--- src/rtl/z80_mmu_pkg.sv ---
// Shared types for the Z80 paging MMU: write-FSM states, control-register
// layout and a decoder for the control byte written by the CPU.
package z80_mmu_pkg;

  typedef enum logic [1:0] {
    IDLE   = 2'd0,
    COMMIT = 2'd1,
    HOLD   = 2'd2
  } mmu_state_e;

  typedef struct packed {
    logic wp_clr;
    logic en;
  } ctrl_t;

  localparam int CTRL_BIT_EN    = 0;
  localparam int CTRL_BIT_WPCLR = 1;

  // Extract the control fields from a byte written to the control port.
  function automatic ctrl_t decode_ctrl(input logic [7:0] d);
    ctrl_t c;
    c.en     = d[CTRL_BIT_EN];
    c.wp_clr = d[CTRL_BIT_WPCLR];
    return c;
  endfunction

endpackage

--- src/rtl/z80_paged_mmu_if.sv ---
// Z80 core bus plus physical RAM strobes as seen by the paging MMU.
// The CPU/bench side uses the master modport, the MMU the slave modport.
// PHYS_AW must match the PHYS_AW of the z80_paged_mmu it connects to.
interface z80_paged_mmu_if #(
  parameter int PHYS_AW = 20
);
  logic [15:0]        cpu_addr;
  logic [7:0]         cpu_din;
  logic [7:0]         cpu_dout;
  logic               cpu_doe;
  logic               nMREQ;
  logic               nIORQ;
  logic               nRD;
  logic               nWR;
  logic               nM1;
  logic [PHYS_AW-1:0] ram_addr;
  logic               ram_ncs;
  logic               ram_noe;
  logic               ram_nwe;
  logic               wp_fault;

  modport master (
    output cpu_addr, cpu_din, nMREQ, nIORQ, nRD, nWR, nM1,
    input  cpu_dout, cpu_doe, ram_addr, ram_ncs, ram_noe, ram_nwe, wp_fault
  );

  modport slave (
    input  cpu_addr, cpu_din, nMREQ, nIORQ, nRD, nWR, nM1,
    output cpu_dout, cpu_doe, ram_addr, ram_ncs, ram_noe, ram_nwe, wp_fault
  );
endinterface

--- src/rtl/z80_mmu_page_regs.sv ---
// Page register file: 2**IDX_W entries, one synchronous write port and two
// combinational read ports (address translation and CPU readback).
// Entries reset to their own index so the default map is the identity.
module z80_mmu_page_regs #(
  parameter int IDX_W   = 2,
  parameter int ENTRY_W = 6
) (
  input  logic               clk,
  input  logic               reset,
  input  logic               we,
  input  logic [IDX_W-1:0]   waddr,
  input  logic [ENTRY_W-1:0] wdata,
  input  logic [IDX_W-1:0]   raddr_a,
  output logic [ENTRY_W-1:0] rdata_a,
  input  logic [IDX_W-1:0]   raddr_b,
  output logic [ENTRY_W-1:0] rdata_b
);
  localparam int NWIN = 1 << IDX_W;

  logic [ENTRY_W-1:0] mem [NWIN];

  // Register file update; reset restores the identity map.
  always_ff @(posedge clk) begin
    if (reset) begin
      // NOTE: this array is reset entry by entry because the identity map is
      // architecturally visible; it is small enough to live in flops.
      for (int i = 0; i < NWIN; i++) begin
        mem[i] <= ENTRY_W'(i);
      end
    end else if (we) begin
      mem[waddr] <= wdata;
    end
  end

  assign rdata_a = mem[raddr_a];
  assign rdata_b = mem[raddr_b];

endmodule

--- src/rtl/z80_paged_mmu.sv ---
// Paging MMU between a Z80 core bus and physical RAM. The 64 KB logical
// space is split into 2**WIN_BITS windows, each remapped through an
// I/O-programmed page register; a control port holds the global enable.
// Optional feature macro: MMU_WRITE_PROTECT_EN (per-page write protect
// bit on cpu_din[7] plus a sticky wp_fault flag).
// Parameter constraints: 16 < PHYS_AW <= 16-WIN_BITS+8; with write
// protect, PHYS_AW-(16-WIN_BITS) <= 7.
module z80_paged_mmu
  import z80_mmu_pkg::*;
#(
  parameter int         PHYS_AW  = 20,
  parameter int         WIN_BITS = 2,
  parameter logic [7:0] IO_BASE  = 8'h70
) (
  input logic            clk,
  input logic            reset,
  z80_paged_mmu_if.slave bus
);
  localparam int NWIN   = 1 << WIN_BITS;
  localparam int WIN_AW = 16 - WIN_BITS;
  localparam int PAGE_W = PHYS_AW - WIN_AW;
`ifdef MMU_WRITE_PROTECT_EN
  localparam int ENTRY_W = PAGE_W + 1;
`else
  localparam int ENTRY_W = PAGE_W;
`endif

  // ---------------------------------------------------------------- decode
  logic [WIN_BITS-1:0] win;
  logic [8:0]          io_off;
  logic                io_hit;
  logic                io_is_ctrl;
  logic [WIN_BITS-1:0] io_idx;
  logic                doe;

  assign win        = bus.cpu_addr[15:WIN_AW];
  // 9-bit offset: ports below IO_BASE wrap to >= 257 and never match.
  assign io_off     = {1'b0, bus.cpu_addr[7:0]} - {1'b0, IO_BASE};
  assign io_hit     = !bus.nIORQ && bus.nM1 && (io_off <= 9'(NWIN));
  assign io_is_ctrl = (io_off == 9'(NWIN));
  assign io_idx     = io_off[WIN_BITS-1:0];

  // ------------------------------------------------------------- write FSM
  mmu_state_e          state_q, state_d;
  logic                commit;
  logic [WIN_BITS-1:0] wr_idx_q;
  logic                wr_ctrl_q;
  logic [7:0]          wr_data_q;
  logic                en_q;
  ctrl_t               ctrl_wr;

  assign ctrl_wr = decode_ctrl(wr_data_q);

  // State register; target and data are captured when the I/O write starts
  // so the commit is immune to the bus moving on during COMMIT.
  always_ff @(posedge clk) begin
    // NOTE: sequential state uses non-blocking assignments so every flop
    // samples pre-edge values regardless of statement order.
    if (reset) begin
      state_q   <= IDLE;
      wr_idx_q  <= '0;
      wr_ctrl_q <= 1'b0;
      wr_data_q <= '0;
    end else begin
      state_q <= state_d;
      if (state_q == IDLE && io_hit && !bus.nWR) begin
        wr_idx_q  <= io_idx;
        wr_ctrl_q <= io_is_ctrl;
        wr_data_q <= bus.cpu_din;
      end
    end
  end

  // Next-state logic: one commit per I/O write, then wait for the cycle end.
  always_comb begin
    // NOTE: defaults first so no path through the case leaves a latch.
    state_d = state_q;
    commit  = 1'b0;
    case (state_q)
      IDLE:    if (io_hit && !bus.nWR) state_d = COMMIT;
      COMMIT: begin
        commit  = 1'b1;
        state_d = HOLD;
      end
      HOLD:    if (bus.nIORQ || bus.nWR) state_d = IDLE;
      default: state_d = IDLE;
    endcase
  end

  // Global enable bit in the control register.
  always_ff @(posedge clk) begin
    if (reset)                   en_q <= 1'b0;
    else if (commit && wr_ctrl_q) en_q <= ctrl_wr.en;
  end

  // ------------------------------------------------------- page registers
  logic [ENTRY_W-1:0] page_wdata;
  logic [ENTRY_W-1:0] xl_entry;
  logic [ENTRY_W-1:0] rb_entry;
  logic [PAGE_W-1:0]  xl_page;
  logic [7:0]         rb_data;

  z80_mmu_page_regs #(
    .IDX_W   (WIN_BITS),
    .ENTRY_W (ENTRY_W)
  ) u_regs (
    .clk     (clk),
    .reset   (reset),
    .we      (commit && !wr_ctrl_q),
    .waddr   (wr_idx_q),
    .wdata   (page_wdata),
    .raddr_a (win),
    .rdata_a (xl_entry),
    .raddr_b (io_idx),
    .rdata_b (rb_entry)
  );

  assign xl_page = xl_entry[PAGE_W-1:0];

`ifdef MMU_WRITE_PROTECT_EN
  logic xl_wp;
  logic wp_hit;
  logic wp_fault_q;

  assign page_wdata = {wr_data_q[7], wr_data_q[PAGE_W-1:0]};
  assign rb_data    = {rb_entry[PAGE_W], 7'(rb_entry[PAGE_W-1:0])};
  assign xl_wp      = xl_entry[PAGE_W];
  assign wp_hit     = en_q && xl_wp && !bus.nMREQ && !bus.nWR;
  assign bus.ram_nwe = bus.nWR | bus.nMREQ | (en_q & xl_wp);

  // Sticky fault: a violation in the same cycle as a clear wins.
  always_ff @(posedge clk) begin
    if (reset)                                       wp_fault_q <= 1'b0;
    else if (wp_hit)                                 wp_fault_q <= 1'b1;
    else if (commit && wr_ctrl_q && ctrl_wr.wp_clr)  wp_fault_q <= 1'b0;
  end

  assign bus.wp_fault = wp_fault_q;
`else
  assign page_wdata   = wr_data_q[PAGE_W-1:0];
  assign rb_data      = 8'(rb_entry);
  assign bus.ram_nwe  = bus.nWR | bus.nMREQ;
  assign bus.wp_fault = 1'b0;
`endif

  // Not every captured data bit is stored in every configuration.
  logic unused_wr_bits;
  assign unused_wr_bits = ^{wr_data_q, ctrl_wr};

  // ------------------------------------------------------------ outputs
  assign bus.ram_addr = en_q ? {xl_page, bus.cpu_addr[WIN_AW-1:0]}
                             : PHYS_AW'(bus.cpu_addr);
  assign bus.ram_ncs  = bus.nMREQ;
  assign bus.ram_noe  = bus.nRD | bus.nMREQ;

  assign doe          = io_hit && !bus.nRD;
  assign bus.cpu_doe  = doe;
  assign bus.cpu_dout = !doe      ? 8'h00 :
                        io_is_ctrl ? {7'b0, en_q} : rb_data;

endmodule
--- src/flat_wrapper.sv ---
// flat-port wrapper written by rule: the top's interface ports become plain ports
module z80_paged_mmu_flat import z80_mmu_pkg::*;
#(
  parameter int         PHYS_AW  = 20,
  parameter int         WIN_BITS = 2,
  parameter logic [7:0] IO_BASE  = 8'h70
)
  (clk, reset, bus_cpu_addr, bus_cpu_din, bus_nMREQ, bus_nIORQ, bus_nRD, bus_nWR, bus_nM1, bus_cpu_dout, bus_cpu_doe, bus_ram_addr, bus_ram_ncs, bus_ram_noe, bus_ram_nwe, bus_wp_fault);
  z80_paged_mmu_if #(.PHYS_AW(PHYS_AW)) bus_i ();
  input logic clk;
  input logic reset;
  input wire logic [$bits(bus_i.cpu_addr)-1:0] bus_cpu_addr;
  input wire logic [$bits(bus_i.cpu_din)-1:0] bus_cpu_din;
  input wire logic [$bits(bus_i.nMREQ)-1:0] bus_nMREQ;
  input wire logic [$bits(bus_i.nIORQ)-1:0] bus_nIORQ;
  input wire logic [$bits(bus_i.nRD)-1:0] bus_nRD;
  input wire logic [$bits(bus_i.nWR)-1:0] bus_nWR;
  input wire logic [$bits(bus_i.nM1)-1:0] bus_nM1;
  output wire logic [$bits(bus_i.cpu_dout)-1:0] bus_cpu_dout;
  output wire logic [$bits(bus_i.cpu_doe)-1:0] bus_cpu_doe;
  output wire logic [$bits(bus_i.ram_addr)-1:0] bus_ram_addr;
  output wire logic [$bits(bus_i.ram_ncs)-1:0] bus_ram_ncs;
  output wire logic [$bits(bus_i.ram_noe)-1:0] bus_ram_noe;
  output wire logic [$bits(bus_i.ram_nwe)-1:0] bus_ram_nwe;
  output wire logic [$bits(bus_i.wp_fault)-1:0] bus_wp_fault;
  assign bus_i.cpu_addr = bus_cpu_addr;
  assign bus_i.cpu_din = bus_cpu_din;
  assign bus_i.nMREQ = bus_nMREQ;
  assign bus_i.nIORQ = bus_nIORQ;
  assign bus_i.nRD = bus_nRD;
  assign bus_i.nWR = bus_nWR;
  assign bus_i.nM1 = bus_nM1;
  assign bus_cpu_dout = bus_i.cpu_dout;
  assign bus_cpu_doe = bus_i.cpu_doe;
  assign bus_ram_addr = bus_i.ram_addr;
  assign bus_ram_ncs = bus_i.ram_ncs;
  assign bus_ram_noe = bus_i.ram_noe;
  assign bus_ram_nwe = bus_i.ram_nwe;
  assign bus_wp_fault = bus_i.wp_fault;
  z80_paged_mmu #(.PHYS_AW(PHYS_AW), .WIN_BITS(WIN_BITS), .IO_BASE(IO_BASE)) u_core (.clk(clk), .reset(reset), .bus(bus_i));
endmodule
--- config.mk ---
export PLATFORM = sky130hd
export DESIGN_NAME = z80_paged_mmu_flat
export DESIGN_NICKNAME = d
export VERILOG_FILES = /design/src/rtl/z80_mmu_pkg.sv /design/src/rtl/z80_paged_mmu_if.sv /design/src/rtl/z80_mmu_page_regs.sv /design/src/rtl/z80_paged_mmu.sv /design/src/flat_wrapper.sv
export SDC_FILE = /design/constraint.sdc
export NUM_CORES = 1
export LEC_CHECK = 0
export CORE_UTILIZATION = 45
export DETAILED_ROUTE_END_ITERATION = 6
export PLACE_DENSITY = 0.8
export SYNTH_ARGS = -nofsm -noshare
export SYNTH_HDL_FRONTEND = slang
export SYNTH_HIERARCHICAL = 1
export SYNTH_SLANG_ARGS = --single-unit
--- constraint.sdc ---
create_clock -name clk -period 2.8 [get_ports clk]
set_input_delay 0.42 -clock clk [delete_from_list [all_inputs] [get_ports clk]]
set_output_delay 0.42 -clock clk [all_outputs]
set_load 0.03 [all_outputs]
Word level (Yosys, flattened, before mapping) --
Memory sizes are Yosys's and may differ from the RTL's. Index checks and enable logic that the tools add are counted.
Word-level totals: bits in registers 12, bits in latches 0, RAM bits 24, ROM bits 0, output and inout port bits 33, memories 1
Operators by class: $add $sub $neg 1, multipliers 0, divide/modulo/power cells 0, order comparisons 1, eq/ne operators 5, shift operators 0, muxes and demuxes 15, bitwise logic cells 2, reductions and logical operators 16
Memory list:
- u_core.u_regs.mem | words 4, width 6, rd ports 2, clocked after memory_dff 0, write ports 4, line z80_mmu_page_regs.sv:20 | logic [ENTRY_W-1:0] mem [NWIN];
Operators with widths (number):
- two-way mux 20 bit | 1
- two-way mux 6 bit | 2
- == test 9 x 3 -> 1 bit (second input constant) | 1
- less-or-equal comparator 9 x 3 -> 1 bit (second input constant) | 1
- subtractor 8 x 7 -> 9 bit (second input constant) | 1
- logical AND 1 bit | 8
- two-way mux 8 bit | 1
- two-way mux 1 bit | 7
- two-way mux 2 bit | 3
- case mux 2 bit (3 select lines) | 1
- OR reduction 6 bit | 1
- logical NOT 1 bit | 4
- == test 2 x 1 -> 1 bit (second input constant) | 1
- == test 2 bit (second input constant) | 1
- logical NOT 2 bit | 1
- inequality test 2 x 1 -> 1 bit (second input constant) | 1
- inequality test 2 bit (second input constant) | 1
- OR 1 bit | 2
- AND reduction 2 bit | 1
- logical OR 1 bit | 1

Longest topological paths before layout --
Gate-level depths: netlist of the first run.
word-level depth 8, depth in mapped cells 7, mapped depth without buffers 6

By module --
Netlist of the first run, hierarchy kept.
Modules (own cells, without submodules):
- z80_mmu_page_regs | instances 1, cells each 73, area each 1263.7 µm², sequential area each 720.7 µm²
- z80_paged_mmu | instances 1, cells each 104, area each 914.6 µm², sequential area each 240.2 µm²

Worst setup path after synthesis of the first run --
OpenSTA, ideal clock, no wires.
kind input -> output, start point input port bus_cpu_addr[4], end point output port bus_cpu_dout[0], arrival 2.765 ns, required time 2.380 ns, slack -0.385 ns, stages 5, path buffers 0, path through ha_1 -> nor4b_2 -> a21oi_1 -> nor4_1 -> a21boi_1
Between the ends: longest elaborated chain between the ends 5, elaborated cells between the ends (all ways) 7
RTL lines:
- from (decl) | line flat_wrapper.sv:12 | input wire logic [$bits(bus_i.cpu_addr)-1:0] bus_cpu_addr;
- subtractor 8 x 7 -> 9 bit | line z80_paged_mmu.sv:38 | assign io_off = {1'b0, bus.cpu_addr[7:0]} - {1'b0, IO_BASE};
- less-or-equal comparator 9 x 3 -> 1 bit | line z80_paged_mmu.sv:39 | assign io_hit = !bus.nIORQ && bus.nM1 && (io_off <= 9'(NWIN));
- logical AND 1 bit | line z80_paged_mmu.sv:39
- logical AND 1 bit | line z80_paged_mmu.sv:156 | assign doe = io_hit && !bus.nRD;
- via bus_cpu_doe | line flat_wrapper.sv:20 | output wire logic [$bits(bus_i.cpu_doe)-1:0] bus_cpu_doe;
- two-way mux 8 bit | line z80_paged_mmu.sv:158 | assign bus.cpu_dout = !doe ? 8'h00 :
- to (decl) | line flat_wrapper.sv:19 | output wire logic [$bits(bus_i.cpu_dout)-1:0] bus_cpu_dout;
The timed path passes the listed nets, and every way through them passes these cells.

Final worst setup path of the first run --
start point input port bus_cpu_addr[14], end point output port bus_ram_addr[16]
Between the ends: longest elaborated chain between the ends 2
RTL lines:
- memory (4 x 6 bit)
- via u_core.xl_entry[2] | line z80_paged_mmu.sv:98 | logic [ENTRY_W-1:0] xl_entry;
- two-way mux 20 bit | line z80_paged_mmu.sv:151 | assign bus.ram_addr = en_q ? {xl_page, bus.cpu_addr[WIN_AW-1:0]}
- to (decl) | line flat_wrapper.sv:21 | output wire logic [$bits(bus_i.ram_addr)-1:0] bus_ram_addr;
The timed path passes the listed nets, and every way through them passes these cells.

==> run metrics, run 1 <==
status=finished, final reports clean; sequential share of the synthesized area=44.1%; async set-reset flop share out of synthesis=0%; Slew HR=65.4%; R2R Setup Slk=1040 ps; first-pass GRT wire length=6490 µm; clock period minus worst slack=2730 ps; CP Launch Type=primary input; worst hold start=u_core/wr_ctrl_q$_SDFFE_PP0P_; Main synth FF type=edfxtp_1; warning count from the yosys run=6; Die Span Y=71.6 µm; Final Slew Violations=0; max_cap viols=0; largest cells by area after synthesis=edfxtp_1, mux4_2, dfxtp_1; WP buf/inv=3; hold endpoint=u_core/wr_ctrl_q$_SDFFE_PP0P_; count leader, synth=and2_1; crit-path cells=clkdlybuf4s50_1 > buf_12 > mux4_2 > and2_1 > clkdlybuf4s50_1; Boundary Pins=64; cell mode on critical path=clkdlybuf4s50_1; Max Freq=366 MHz; CP delay by family, top=buffers and inverters; number of endpoints failing setup at the final stage=0; clock buffer depth=2; nets@finish=251; Worst Setup End Kind=output port; DR vias/cell=5.35; R2R Path End=u_core/u_regs/mem[2][2]$_SDFFCE_PN0P_; largest net degree at the start of global routing=18; post-synth top area cell=edfxtp_1; Psw=0.259 mW; die width=71.6 µm; Die Footprint=0.00512 mm²; Inst Count DP=263; Synth top cells by count=and2_1, edfxtp_1, nand2b_1; first drt pass iteration count=4; GR Util All Layers=16.6%; htree depth=2; Iter 0 DRT Violations=44; global route total overflow=0; Synth Area per Inst=12.3 µm²; worst path arrival time=2310 ps; CTS tree=done; area grow syn2layout=25.0%; row count=24; Synth top area share=33.1%; worst flop-to-flop path startpoint=u_core/state_q[1]$_SDFFE_PP0P_; Core ar.=0.00450 mm²; Switching Share=22.0%; Worst-Skew Late Latency=290 ps; Hold Fails Final Rpt=0; Fillers=363; footprint of the multi-input gates=0.00107 mm²; Hold Path Cell Cnt=2; Clock Skew=2.82 ps; WP depth=5; Final Cycle Share=97.5%; Reg area=961 µm²; initial antenna violation count=0; share of cells above drive strength 1=22.4%; setup bufs post-CTS=0; type of the tightest min-delay check=flip-flop to flip-flop; post-synth cell types=39; Final ANT Viol Nets=0; final core occ=60.5%; Routed WL=3950 µm; Yosys reg bits=36; Post-CTS Hold Fix Bufs=0; Crit. Startpoint=bus_cpu_addr[14]; DP Wirelength=3010 µm; clock-pin slew on the worst setup and hold paths=70 ps; DRC violations left=0; routability cong.=0.746; Int Power=0.921 mW; Vias=1451; vias in the first global route=1344; Peak VDD IR=0.263 mV; port buffer count=46; worst path required time=2380 ps; CTS Sinks=36; Register-to-Register Path Depth=4; Post-synth EDFFs=24; average wire per standard cell=14.6 µm; worst-margin pin slew=517 ps; initial core utilization=48.4%; total design power=1.18 mW; number of CTS-inserted buffers=5; Reg power frac=49.2%; combinational fraction of design power=13.9%; Synth Cell Area=0.00218 mm²; CP max-delay cell=clkdlybuf4s50_1; root buffer cell=clkbuf_8; WS Path Type=primary input to output port; n_diodes=0; Final Non-Filler Cells=271; unrepaired setup endpoints after global routing=false; cells after synthesis=177; Leakage Power=0.980 nW; Clock Power Share=36.9%; pwr dens=433 mW/mm²; max incr delay on CP=580 ps; crit path max fanout=7
## timing repair
item / CTS / global route
gates resized for setup: 4 / 1
setup endpoints to repair: 3 / 6
hold endpoints to repair: 0 / 0
## kinds of logic (layout without fill, tap and decap cells)
kind of cell | Yosys count | count (layout) | synth area share, %
simple gates | 78 | 78 | 24.2
mux | 23 | 23 | 17.6
other cells | 1 | 3 | 0.172
fa+ha+maj | 2 | 2 | 1.15
buf+inv | 24 | 64 | 8.10
compound gates | 13 | 13 | 4.65
flops | 36 | 36 | 44.1
## power groups by stage
stage	Clock, mW	Sequential (mW)	Combinational [mW]
floorplan	0	0.589	0.119
global placement	0	0.591	0.165
detailed placement	0	0.592	0.167
CTS	0.442	0.580	0.166
global route	0.464	0.581	0.175
finish	0.436	0.580	0.164
## worst reg2reg max path: cells and delay by family (launching register included)
family / cells / cell delay, ps
flip-flops: 1 / 330
AO/OA/AOI/OAI: 1 / 450
AND/OR/NAND/NOR: 3 / 630
## placed cells by master, fill, tap and decap left out, types with 2 or more instances in the layout
master,netlist,routed
a21boi_1,2,2
a21oi_1,3,3
a31o_2,2,2
and2_1,29,29
and4bb_1,2,2
buf_4,19,15
clkbuf_8,0,5
clkdlybuf4s50_1,0,35
clkinv_1,0,2
conb_1,1,3
dfxtp_1,12,12
dlygate4sd2_1,0,3
edfxtp_1,24,24
mux2_2,2,2
mux2i_1,9,9
mux4_2,12,12
nand2_1,3,3
nand2b_1,22,22
nor2_1,5,5
nor2b_1,2,2
nor4b_2,2,2
or2_2,2,2
## final cells by class
cell class,instances,share of cell area (%)
Multi-Input combinational cell,119,39.1
Sequential cell,36,35.3
Timing Repair Buffer,55,19.2
Clock buffer,5,2.53
Tap cell,52,2.39
Clock inverter,3,1.38
Inverter,1,0.138
## worst max-delay path by stage
stage,to,slack [ps]
2_1_floorplan,bus_cpu_dout[0],170
3_3_place_gp,bus_ram_addr[14],-40
3_5_place_dp,bus_ram_addr[14],-30
4_1_cts,bus_cpu_dout[0],20
5_1_grt,bus_ram_addr[18],20
6_report,bus_ram_addr[16],70
## state kept, by name (all words and copies together) (netlist names)
register,count
u_core/en_q,1
u_core/state_q,2
u_core/u_regs/mem,24
u_core/wr_ctrl_q,1
u_core/wr_data_q,6
u_core/wr_idx_q,2
## layer usage
| metal | vias up | wire length, µm | GRT usage, % |
|---|---|---|---|
| met4 | 0 | 56 | 6.75 |
| met3 | 7 | 220 | 4.08 |
| met5 | - | 0 | 0 |
| met1 | 688 | 1800 | 21.9 |
| met2 | 54 | 1880 | 26.6 |
| li1 | 702 | - | - |
## per-stage QoR
stage / hold WS (ps) / setup TNS (ps) / cell area, µm² / setup WS, ps
after global placement: 466 / -61.2 / 2620 / -35.7
after CTS: 486 / 0 / 2720 / 19.7
after global routing: 522 / 0 / 2720 / 21.4
after floorplan: 448 / 0 / 2200 / 167
final: 483 / 0 / 2720 / 70.8
after detailed placement: 477 / -67.6 / 2620 / -31.6
(Power assumes the default switching activity.)
==> run 2, diff against run 1 <==
CORE_UTILIZATION = 40   (was 45)
PLACE_DENSITY = 0.72   (was 0.8)
==> run metrics, run 2 (synthesized netlist as in run 1, its figures left out) <==
status=finished, final reports clean; root buffer cell=clkbuf_8; Routed WL=3900 µm; Iter 0 DRT Violations=70; number of endpoints failing setup at the final stage=0; Int Power=0.926 mW; combinational fraction of design power=13.7%; Inst Count DP=281; Clock Power Share=37.5%; setup bufs post-CTS=0; initial antenna violation count=0; initial core utilization=42.1%; CTS tree=done; pwr dens=431 mW/mm²; routability cong.=0.690; Area after DPL=0.00264 mm²; WHS=482 ps; Clock Skew=5.12 ps; clock-pin slew on the worst setup and hold paths=70 ps; max_cap viols=0; Slew HR=60.6%; biggest regs=u_core/u_regs/mem (24), u_core/wr_data_q (6); Reg area=961 µm²; n_diodes=0; Vias=1380; final core occ=53.5%; cell area after layout=0.00277 mm²; CTS Sinks=36; htree depth=2; worst-margin pin slew=590 ps; first-pass GRT wire length=6190 µm; share of cells above drive strength 1=23.3%; Worst-Skew Late Latency=280 ps; commonest cells after routing, fill and taps aside=clkdlybuf4s50_1, and2_1, edfxtp_1; Boundary Pins=64; Final Cycle Share=89.0%; worst path required time=2380 ps; Hold Fails Final Rpt=0; row count=26; nets@finish=251; number of CTS-inserted buffers=5; clock period minus worst slack=2490 ps; Reg power frac=48.8%; Core ar.=0.00517 mm²; global route total overflow=0; largest net degree at the start of global routing=17; Die Footprint=0.00574 mm²; type of the tightest min-delay check=flip-flop to flip-flop; Die Span Y=75.8 µm; DP Wirelength=3030 µm; Worst Slack Setup Final=308 ps; clock buffer depth=2; Final Slew Violations=0; Final ANT Viol Nets=0; area grow syn2layout=26.9%; die width=75.8 µm; Final Non-Filler Cells=289; average wire per standard cell=13.5 µm; dpl ws=13.5 ps; vias in the first global route=1271; crit path max fanout=3; commonest non-fill, non-tap cell in the layout=clkdlybuf4s50_1; unrepaired setup endpoints after global routing=false; GR Util All Layers=14.9%; Leakage Power=1.07 nW; Worst Setup End Kind=output port; worst path arrival time=2070 ps; WS Path Type=primary input to output port; DRC violations left=0; Fillers=461; max FFs per register=24; footprint of the multi-input gates=0.00106 mm²; first drt pass iteration count=4; port buffer count=46; DR vias/cell=4.78; Max Freq=401 MHz; Reg with most FFs=u_core/u_regs/mem; Peak VDD IR=0.246 mV; Switching Share=22.2%; Psw=0.265 mW; CP Launch Type=primary input
==> run 2: worst max-delay path, stage by stage <==
cell and delay, ps:
clkdlybuf4s50_1 460, nor3b_1 280, nand2_1 140, or3b_2 440, a21boi_1 140, buf_4 180
==> run 2: area by class of cell <==
type	instances	area share, %
Clock buffer	5	2.49
Clock inverter	3	1.54
Inverter	1	0.136
Multi-Input combinational cell	119	38.5
Sequential cell	36	34.8
Tap cell	70	3.17
Timing Repair Buffer	55	19.5
==> run 2: routing by layer <==
metal	wire length, µm	up-vias	GRT usage (%)
met5	0	-	0
met4	53	0	6.38
met3	164	7	3.57
met2	1810	39	22.8
met1	1870	631	20.1
li1	-	703	-
==> run 2: what timing repair did <==
action,4_1_cts,5_1_grt
endpoints found under the hold margin,0,0
endpoints found under the setup margin,0,11
resized for setup,0,7
hold buffers,0,0
==> run 2: worst paths after layout <==
path,depth (start not counted),to,from,slack (ps)
worst max-delay path,6,bus_cpu_dout[0],bus_cpu_addr[1],310
worst min-delay path,2,u_core/state_q[1]$_SDFFE_PP0P_,u_core/state_q[1]$_SDFFE_PP0P_,480
worst max register to register,4,u_core/u_regs/mem[2][2]$_SDFFCE_PN0P_,u_core/state_q[1]$_SDFFE_PP0P_,1040
worst min register to register,2,u_core/state_q[1]$_SDFFE_PP0P_,u_core/state_q[1]$_SDFFE_PP0P_,480
==> run 2: per-stage QoR <==
| stage | power [mW] | setup TNS [ps] |
|---|---|---|
| final | 1.19 | 0 |
| after global placement | 0.757 | -6.49 |
| after floorplan | 0.708 | 0 |
| after CTS | 1.20 | 0 |
| after detailed placement | 0.758 | 0 |
| after global routing | 1.24 | 0 |
==> run 2: power groups by stage <==
stage	Combinational [mW]	Clock (mW)	Sequential [mW]
2_1_floorplan	0.119	0	0.589
3_3_place_gp	0.165	0	0.592
3_5_place_dp	0.165	0	0.593
4_1_cts	0.166	0.456	0.581
5_1_grt	0.177	0.478	0.582
6_report	0.163	0.446	0.581
